**src/rtl/seg7_pkg.sv**
```systemverilog
`default_nettype none
// ============================================================================
//  Package     : seg7_pkg
//  Description : Shared constants for the seven-segment display drivers.
//                SEG_LUT holds the active-low codes for hex digits 0..F with
//                the decimal point off (bit 7 = dp, bits 6:0 = g..a).
//  Revision    : 1.0  initial release
// ============================================================================
package seg7_pkg;

    // Index 15 is listed first so that SEG_LUT[nibble] selects the code.
    localparam logic [15:0][7:0] SEG_LUT = {
        8'h8E, 8'h86, 8'hA1, 8'hC6,   // F E D C
        8'h83, 8'h88, 8'h98, 8'h80,   // B A 9 8
        8'hF8, 8'h82, 8'h92, 8'h99,   // 7 6 5 4
        8'hB0, 8'hA4, 8'hF9, 8'hC0    // 3 2 1 0
    };

    localparam logic [7:0] SEG_BLANK = 8'hFF;
    localparam int         DP_BIT    = 7;

endpackage : seg7_pkg
`default_nettype wire

```
**src/rtl/seg7_scan_driver_if.sv**
```systemverilog
`default_nettype none
// ============================================================================
//  Interface   : seg7_scan_driver_if
//  Description : Display-register side and pin side of the scan driver.
//                master = register/datapath block driving the display,
//                slave  = seg7_scan_driver.
//  Signals     : value_i  [4*NUM_DIGITS] hex nibbles, nibble k -> digit k
//                dp_i     [NUM_DIGITS]   decimal point per digit
//                blank_i  [NUM_DIGITS]   force digit dark
//                blink_i  [NUM_DIGITS]   digit blinks
//                lzb_en_i                leading-zero blanking enable
//                load_i                  capture all inputs into pending set
//                an_o     [NUM_DIGITS]   anode enables
//                seg_o    [8]            active-low segments, bit 7 = dp
//                frame_o                 one-cycle pulse at frame start
//  Revision    : 1.0  initial release
// ============================================================================
interface seg7_scan_driver_if #(
    parameter int NUM_DIGITS = 8
);
    logic [4*NUM_DIGITS-1:0] value_i;
    logic [NUM_DIGITS-1:0]   dp_i;
    logic [NUM_DIGITS-1:0]   blank_i;
    logic [NUM_DIGITS-1:0]   blink_i;
    logic                    lzb_en_i;
    logic                    load_i;
    logic [NUM_DIGITS-1:0]   an_o;
    logic [7:0]              seg_o;
    logic                    frame_o;

    modport master (
        output value_i, dp_i, blank_i, blink_i, lzb_en_i, load_i,
        input  an_o, seg_o, frame_o
    );

    modport slave (
        input  value_i, dp_i, blank_i, blink_i, lzb_en_i, load_i,
        output an_o, seg_o, frame_o
    );
endinterface : seg7_scan_driver_if
`default_nettype wire

```
**src/rtl/seg7_hex_lut.sv**
```systemverilog
`default_nettype none
// ============================================================================
//  Module      : seg7_hex_lut
//  Description : Combinational hex nibble + decimal point to active-low
//                seven-segment code.
//  Ports       : i_nibble [4]  hex digit 0..F
//                i_dp          decimal point on
//                o_seg    [8]  active-low code, bit 7 = dp, bits 6:0 = g..a
//  Revision    : 1.0  initial release
// ============================================================================
module seg7_hex_lut
    import seg7_pkg::*;
(
    input  logic [3:0] i_nibble,
    input  logic       i_dp,
    output logic [7:0] o_seg
);

    always_comb begin
        o_seg = SEG_LUT[i_nibble];
        if (i_dp) begin
            o_seg[DP_BIT] = 1'b0;
        end
    end

endmodule : seg7_hex_lut
`default_nettype wire

```
**src/rtl/seg7_scan_driver.sv**
```systemverilog
`default_nettype none
// ============================================================================
//  Module      : seg7_scan_driver
//  Description : Multiplexed NUM_DIGITS seven-segment driver. Inputs are
//                captured into a pending set on load_i and copied to the
//                display set at each frame boundary, so a frame always shows
//                one coherent snapshot. One shared segment bus is scanned
//                across the anode enables, CLK_DIV clocks per digit, with
//                the first clock of each slot dark to avoid ghosting.
//  Ports       : clk   system clock
//                rst   asynchronous active-high reset
//                bus   seg7_scan_driver_if.slave (inputs, an_o/seg_o/frame_o)
//  Revision    : 1.0  initial release
// ============================================================================
module seg7_scan_driver
    import seg7_pkg::*;
#(
    parameter int NUM_DIGITS    = 8,
    parameter int CLK_DIV       = 100000,
    parameter int BLINK_DIV     = 64,
    parameter bit AN_ACTIVE_LOW = 1'b1
) (
    input  logic              clk,
    input  logic              rst,
    seg7_scan_driver_if.slave bus
);

    localparam int IDX_W  = (NUM_DIGITS > 1) ? $clog2(NUM_DIGITS) : 1;
    localparam int CNT_W  = $clog2(CLK_DIV);
    localparam int FCNT_W = (BLINK_DIV > 1) ? $clog2(BLINK_DIV) : 1;

    localparam logic [CNT_W-1:0]      C_CNT_MAX  = CNT_W'(CLK_DIV - 1);
    localparam logic [IDX_W-1:0]      C_IDX_MAX  = IDX_W'(NUM_DIGITS - 1);
    localparam logic [FCNT_W-1:0]     C_FCNT_MAX = FCNT_W'(BLINK_DIV - 1);
    localparam logic [NUM_DIGITS-1:0] C_AN_OFF   = AN_ACTIVE_LOW ?
                                                   {NUM_DIGITS{1'b1}} :
                                                   {NUM_DIGITS{1'b0}};

    // Scan counters and blink state
    logic [CNT_W-1:0]        r_cnt;
    logic [IDX_W-1:0]        r_idx;
    logic [FCNT_W-1:0]       r_fcnt;
    logic                    r_phase;

    // Pending register set
    logic [4*NUM_DIGITS-1:0] r_pend_value;
    logic [NUM_DIGITS-1:0]   r_pend_dp;
    logic [NUM_DIGITS-1:0]   r_pend_blank;
    logic [NUM_DIGITS-1:0]   r_pend_blink;
    logic                    r_pend_lzb;

    // Display register set
    logic [4*NUM_DIGITS-1:0] r_disp_value;
    logic [NUM_DIGITS-1:0]   r_disp_dp;
    logic [NUM_DIGITS-1:0]   r_disp_blank;
    logic [NUM_DIGITS-1:0]   r_disp_blink;
    logic                    r_disp_lzb;

    // Registered outputs
    logic [NUM_DIGITS-1:0]   r_an;
    logic [7:0]              r_seg;
    logic                    r_frame;

    logic                    w_tick;
    logic                    w_commit;
    logic [3:0]              w_nibble;
    logic                    w_dp;
    logic                    w_blank;
    logic                    w_blink;
    logic [NUM_DIGITS-1:0]   w_onehot;
    logic                    w_lz_run;
    logic                    w_lz_sel;
    logic                    w_dark;
    logic [7:0]              w_code;
    logic [7:0]              w_seg_next;
    logic [NUM_DIGITS-1:0]   w_an_on;

    assign w_tick   = (r_cnt == C_CNT_MAX);
    assign w_commit = w_tick && (r_idx == C_IDX_MAX);

    // ------------------------------------------------------------------
    // Prescaler, digit index and blink phase
    // ------------------------------------------------------------------
    always_ff @(posedge clk or posedge rst) begin
        if (rst) begin
            r_cnt   <= '0;
            r_idx   <= '0;
            r_fcnt  <= '0;
            r_phase <= 1'b0;
        end else begin
            if (w_tick) begin
                r_cnt <= '0;
                r_idx <= (r_idx == C_IDX_MAX) ? '0 : r_idx + 1'b1;
            end else begin
                r_cnt <= r_cnt + 1'b1;
            end

            // Frame count advances only on commit, so the phase can never
            // change in the middle of a frame.
            if (w_commit) begin
                if (r_fcnt == C_FCNT_MAX) begin
                    r_fcnt  <= '0;
                    r_phase <= ~r_phase;
                end else begin
                    r_fcnt <= r_fcnt + 1'b1;
                end
            end
        end
    end

    // ------------------------------------------------------------------
    // Pending / display double buffer
    // ------------------------------------------------------------------
    always_ff @(posedge clk or posedge rst) begin
        if (rst) begin
            r_pend_value <= '0;
            r_pend_dp    <= '0;
            r_pend_blank <= '0;
            r_pend_blink <= '0;
            r_pend_lzb   <= 1'b0;
            r_disp_value <= '0;
            r_disp_dp    <= '0;
            r_disp_blank <= '0;
            r_disp_blink <= '0;
            r_disp_lzb   <= 1'b0;
        end else begin
            if (bus.load_i) begin
                r_pend_value <= bus.value_i;
                r_pend_dp    <= bus.dp_i;
                r_pend_blank <= bus.blank_i;
                r_pend_blink <= bus.blink_i;
                r_pend_lzb   <= bus.lzb_en_i;
            end
            // A load landing on the commit tick bypasses the pending set
            // so it is shown in the frame that starts immediately.
            if (w_commit) begin
                if (bus.load_i) begin
                    r_disp_value <= bus.value_i;
                    r_disp_dp    <= bus.dp_i;
                    r_disp_blank <= bus.blank_i;
                    r_disp_blink <= bus.blink_i;
                    r_disp_lzb   <= bus.lzb_en_i;
                end else begin
                    r_disp_value <= r_pend_value;
                    r_disp_dp    <= r_pend_dp;
                    r_disp_blank <= r_pend_blank;
                    r_disp_blink <= r_pend_blink;
                    r_disp_lzb   <= r_pend_lzb;
                end
            end
        end
    end

    // ------------------------------------------------------------------
    // Current digit select
    // ------------------------------------------------------------------
    always_comb begin
        w_nibble = 4'h0;
        w_dp     = 1'b0;
        w_blank  = 1'b0;
        w_blink  = 1'b0;
        w_onehot = '0;
        for (int k = 0; k < NUM_DIGITS; k++) begin
            if (r_idx == IDX_W'(k)) begin
                w_nibble    = r_disp_value[4*k +: 4];
                w_dp        = r_disp_dp[k];
                w_blank     = r_disp_blank[k];
                w_blink     = r_disp_blink[k];
                w_onehot[k] = 1'b1;
            end
        end
    end

    // Leading-zero blanking: walk from the most significant digit down,
    // keeping a running "everything at or above here is 0 with no dp".
    // Digit 0 is excluded so a zero value still shows one '0'.
    always_comb begin
        w_lz_run = 1'b1;
        w_lz_sel = 1'b0;
        for (int k = NUM_DIGITS - 1; k >= 0; k--) begin
            w_lz_run = w_lz_run & (r_disp_value[4*k +: 4] == 4'h0) & ~r_disp_dp[k];
            if ((k > 0) && (r_idx == IDX_W'(k))) begin
                w_lz_sel = w_lz_run & r_disp_lzb;
            end
        end
    end

    seg7_hex_lut u_hex_lut (
        .i_nibble (w_nibble),
        .i_dp     (w_dp),
        .o_seg    (w_code)
    );

    assign w_dark     = w_blank | w_lz_sel | (w_blink & r_phase);
    assign w_seg_next = w_dark ? SEG_BLANK : w_code;
    assign w_an_on    = AN_ACTIVE_LOW ? ~w_onehot : w_onehot;

    // ------------------------------------------------------------------
    // Output registers: one cycle behind the counters. Anodes are held
    // off for the cycle after cnt==0 so the segment bus settles on the
    // new digit before it is lit.
    // ------------------------------------------------------------------
    always_ff @(posedge clk or posedge rst) begin
        if (rst) begin
            r_an    <= C_AN_OFF;
            r_seg   <= SEG_BLANK;
            r_frame <= 1'b0;
        end else begin
            r_an    <= (r_cnt == '0) ? C_AN_OFF : w_an_on;
            r_seg   <= w_seg_next;
            r_frame <= w_commit;
        end
    end

    assign bus.an_o    = r_an;
    assign bus.seg_o   = r_seg;
    assign bus.frame_o = r_frame;

endmodule : seg7_scan_driver
`default_nettype wire

```
**src/flat_wrapper.sv**
```systemverilog
// flat-port wrapper written by rule: the top's interface ports become plain ports
module seg7_scan_driver_flat import seg7_pkg::*;
#(
    parameter int NUM_DIGITS    = 8,
    parameter int CLK_DIV       = 100000,
    parameter int BLINK_DIV     = 64,
    parameter bit AN_ACTIVE_LOW = 1'b1
)
  (clk, rst, bus_value_i, bus_dp_i, bus_blank_i, bus_blink_i, bus_lzb_en_i, bus_load_i, bus_an_o, bus_seg_o, bus_frame_o);
  seg7_scan_driver_if #(.NUM_DIGITS(NUM_DIGITS)) bus_i ();
  input  logic clk;
  input  logic rst;
  input wire logic [$bits(bus_i.value_i)-1:0] bus_value_i;
  input wire logic [$bits(bus_i.dp_i)-1:0] bus_dp_i;
  input wire logic [$bits(bus_i.blank_i)-1:0] bus_blank_i;
  input wire logic [$bits(bus_i.blink_i)-1:0] bus_blink_i;
  input wire logic [$bits(bus_i.lzb_en_i)-1:0] bus_lzb_en_i;
  input wire logic [$bits(bus_i.load_i)-1:0] bus_load_i;
  output wire logic [$bits(bus_i.an_o)-1:0] bus_an_o;
  output wire logic [$bits(bus_i.seg_o)-1:0] bus_seg_o;
  output wire logic [$bits(bus_i.frame_o)-1:0] bus_frame_o;
  assign bus_i.value_i = bus_value_i;
  assign bus_i.dp_i = bus_dp_i;
  assign bus_i.blank_i = bus_blank_i;
  assign bus_i.blink_i = bus_blink_i;
  assign bus_i.lzb_en_i = bus_lzb_en_i;
  assign bus_i.load_i = bus_load_i;
  assign bus_an_o = bus_i.an_o;
  assign bus_seg_o = bus_i.seg_o;
  assign bus_frame_o = bus_i.frame_o;
  seg7_scan_driver #(.NUM_DIGITS(NUM_DIGITS), .CLK_DIV(CLK_DIV), .BLINK_DIV(BLINK_DIV), .AN_ACTIVE_LOW(AN_ACTIVE_LOW)) u_core (.clk(clk), .rst(rst), .bus(bus_i));
endmodule
```
**config.mk**
```make
export PLATFORM = sky130hd
export DESIGN_NAME = seg7_scan_driver_flat
export DESIGN_NICKNAME = d
export VERILOG_FILES = /design/src/rtl/seg7_pkg.sv /design/src/rtl/seg7_scan_driver_if.sv /design/src/rtl/seg7_hex_lut.sv /design/src/rtl/seg7_scan_driver.sv /design/src/flat_wrapper.sv
export SDC_FILE = /design/constraint.sdc
export NUM_CORES = 1
export LEC_CHECK = 0
export CORE_MARGIN = 3
export CORE_UTILIZATION = 55
export CTS_BUF_LIST = sky130_fd_sc_hd__clkbuf_8
export DETAILED_ROUTE_END_ITERATION = 8
export PLACE_DENSITY = 0.88
export SYNTH_ARGS = -nofsm -noshare
export SYNTH_HDL_FRONTEND = slang
export SYNTH_SLANG_ARGS = --single-unit
```
**constraint.sdc**
```tcl
create_clock -name clk -period 5.6 [get_ports clk]
set_clock_uncertainty 0.15 [all_clocks]
set_input_delay 0.56 -clock clk [delete_from_list [all_inputs] [get_ports clk]]
set_output_delay 0.56 -clock clk [all_outputs]
set_load 0.05 [all_outputs]
```
==> results.md <==
- Outcome: completed
- First-pass GRT wire length: 25.8 mm
- Slew headroom: 0.159
- Final period utilization: 0.637
- Syn Std Cell Area: 7170 sq um
- Instance area at placement: 7990 sq um
- Area Growth Syn to Fin: 17.4%
- Routability cong.: 0.871
- Commonest non-fill, non-tap cell in the layout: dfrtp_1
- Top delay family on crit path: compound AO/OA/AOI/OAI gates
- Leakage: approximately 3.7 nW
- R2r startpoint: u_core.r_idx[0]
- Crit-path most repeated cell: ha_1
- Required time worst endpoint: 5.83 ns
- Top FF cell, synth: dfrtp_1
- Worst reg2reg path depth: 11
- VDD IR max: 0.172 mV
- # port buffers: 76
- Reg2reg setup slack: 2.03 ns
- Die Footprint: 14500 sq um
- Worst Hold Depth: 1
- Core Area: 12700 sq um
- Final total power: between 0.002 and 0.0025 W
- Horiz. Die Dim: approximately 120 um
- Startpoint types: register
- Final hold vios: 0
- Post-CTS Setup Bufs: 0
- GRT overflow: 0
- Slowest cell delay on critical path: 0.43 ns
- Mean Syn Cell Area: 12.2 sq um
- Critical path data arrival time: 3.79 ns
- Critical-path cell list: ha_1 -> ha_1 -> or2_2 -> a311oi_1 -> o22ai_1 -> a21oi_1 -> inv_1 -> ha_1 -> o21ai_0 -> a21boi_0 -> o211ai_1
- Met1 wire length: 6.88 mm
- Starting DRC count in detailed routing: roughly 320
- Pre-CTS setup slack: 2.15 ns
- Sum of negative setup slack: 0 ns
- Post-layout min period: 3.57 ns
- Most frequent cells in the layout: dfrtp_1, mux2_2, clkdlybuf4s50_1
- Pre-antenna DRT Iters: 7
- Fin area: 8420 sq um
- Antenna diodes: 0
- Post-synth EDFFs: 0
- Least-Margin Pin Slew: 1.26 ns
- Vias per cell: 5.69
- Clk pin slew, worst setup/hold paths: 0.08 ns
- Seq/Total Area, Yosys: 0.554
- Post-Place Cells: 809
- Mapped Cells: 587
- Seq cells post-synth: 158
- Net Count, Synth: 661
- Hold Buf Count CTS: 0
- Post_cts resized: 0
- Max H-tree Level: 4
- Final std cells w/o fill: 841
- Fin. max-slew vios: 0
- DP HPWL: 10.8 mm
- Metal3 WL: 887 um
- Worst hold path class: reg2reg
- Maximum clock path buffer count: 2
- CTS root buffer: clkbuf_8
- IO Pins: 77
- Pin count of the biggest net entering global routing: 96
- Layout net count: 730
- Worst-Skew Late Latency: ~0.46 ns
- Post-route ant nets: 0
- CTS tree: built
- Vias in the first global route: 5067
- GR Util All Layers: 0.229
- Critical path endpoint category: register
- Post-synthesis async set-or-reset flop share: 1.00
- Buf/Inv on CP: 1
- Synth unique cells: 55
- Share of cells above drive strength 1: 0.260
- Yosys warning count: 0
- Clk sinks: 158
- Num CTS Buffers: 17
- Crit Path Class: reg2reg
- Die height: 120 um
- Initial Util: 0.566
- # setup viols final: 0
- Maxcap violations: 0
- Post-Route WL: 15.7 mm
- Hold EP: u_core.r_phase
- Detailed-route via count: about 4.8k
- R2r endpoint: u_core.bus.seg_o[1]
- FP Rows: 41
- Fmax: roughly 280 MHz
- WL/cell: 18.7 um
- Critical Path Fanout Max: 14
- RSZ-0062 raised after global routing: false
- Pwr Density: 264 nW/um^2
- Met2 WL: 7.69 mm
- DR top layer: met4
- Hold path startpoint: u_core.r_phase
- Antenna violations before repair: 0
- Critical Path Slowest Stage Cell: dfrtp_1
- Worst Setup Slack, final: 2.03 ns
- DRC Markers: 0
==> cell families after synthesis <==
kind of cell               after synthesis  share of synthesized area
AOI/OAI and AO/OA                       79                     0.0706
xor gates and xnor gates                20                     0.0244
adders and majority gates               14                     0.0244
buffers and inverters                   52                     0.0392
DFF                                    158                      0.554
muxes                                  116                      0.182
and+or+nand+nor                        148                      0.106
==> registers in the layout, indices dropped and copies added, names as in the netlist <==
register,cells
u_core.r_idx,3
u_core.bus.frame_o,1
u_core.bus.an_o,8
u_core.r_fcnt,6
u_core.r_disp_blink,8
u_core.r_pend_lzb,1
u_core.r_disp_lzb,1
u_core.r_pend_blank,8
u_core.r_cnt,17
u_core.r_disp_blank,8
u_core.r_disp_value,32
u_core.bus.seg_o,8
u_core.r_pend_value,32
u_core.r_phase,1
u_core.r_pend_dp,8
u_core.r_disp_dp,8
u_core.r_pend_blink,8
==> power by group <==
group	internal, W	switching (W)	leakage [nW]	total (W)
combinational	0.0000741	0.0000578	1.46	0.000132
sequential	0.00118	0.0000107	2.01	0.00119
clock	0.000479	0.000421	0.221	0.000900
==> worst max path at each step <==
stage	from	endpoint	slack [ns]	cells after the start
floorplan	rst	u_core.bus.frame_o	0.65	1
global placement	u_core.r_idx[2]	u_core.bus.seg_o[1]	2.25	11
detailed placement	u_core.r_idx[0]	u_core.bus.seg_o[1]	2.15	11
CTS	u_core.r_idx[0]	u_core.bus.seg_o[1]	2.10	11
global route	u_core.r_idx[0]	u_core.bus.seg_o[3]	1.78	11
finish	u_core.r_idx[0]	u_core.bus.seg_o[1]	2.03	11
==> metrics by stage <==
stage	hold slack (ns)	util
2_1_floorplan	0.285	-
3_3_place_gp	0.301	0.630
3_5_place_dp	0.314	0.630
4_1_cts	0.325	0.665
5_1_grt	0.335	0.665
6_report	0.324	0.665
==> layout make-up <==
class	instances	area [sq um]
clock inverters	12	159
inverters	22	92.6
multi-input cells	377	2920
fillers	970	4250
clock buffers	20	275
repair buffers	80	786
well taps	172	215
flip-flops and latches	158	3970
==> layer usage <==
layer / global-route usage / vias to the layer above
met3: 0.0655 / 26
met1: 0.299 / 2395
met2: 0.375 / 150
met4: 0.0737 / 0
li1: - / 2212
met5: 0 / -
==> synth_stat cells, types with 7 or more instances <==
library cell,n,area (sq um)
dfrtp_1,142,3550
mux2_2,114,1280
nand2_1,45,169
nor2_1,26,97.6
a21oi_1,24,120
inv_1,21,78.8
nand3_1,19,95.1
o21ai_0,18,90.1
dfstp_2,16,420
ha_1,14,175
xnor2_1,14,123
clkbuf_1,12,45.0
buf_2,9,45.0
nand4_1,7,43.8
(Power assumes the default switching activity.)
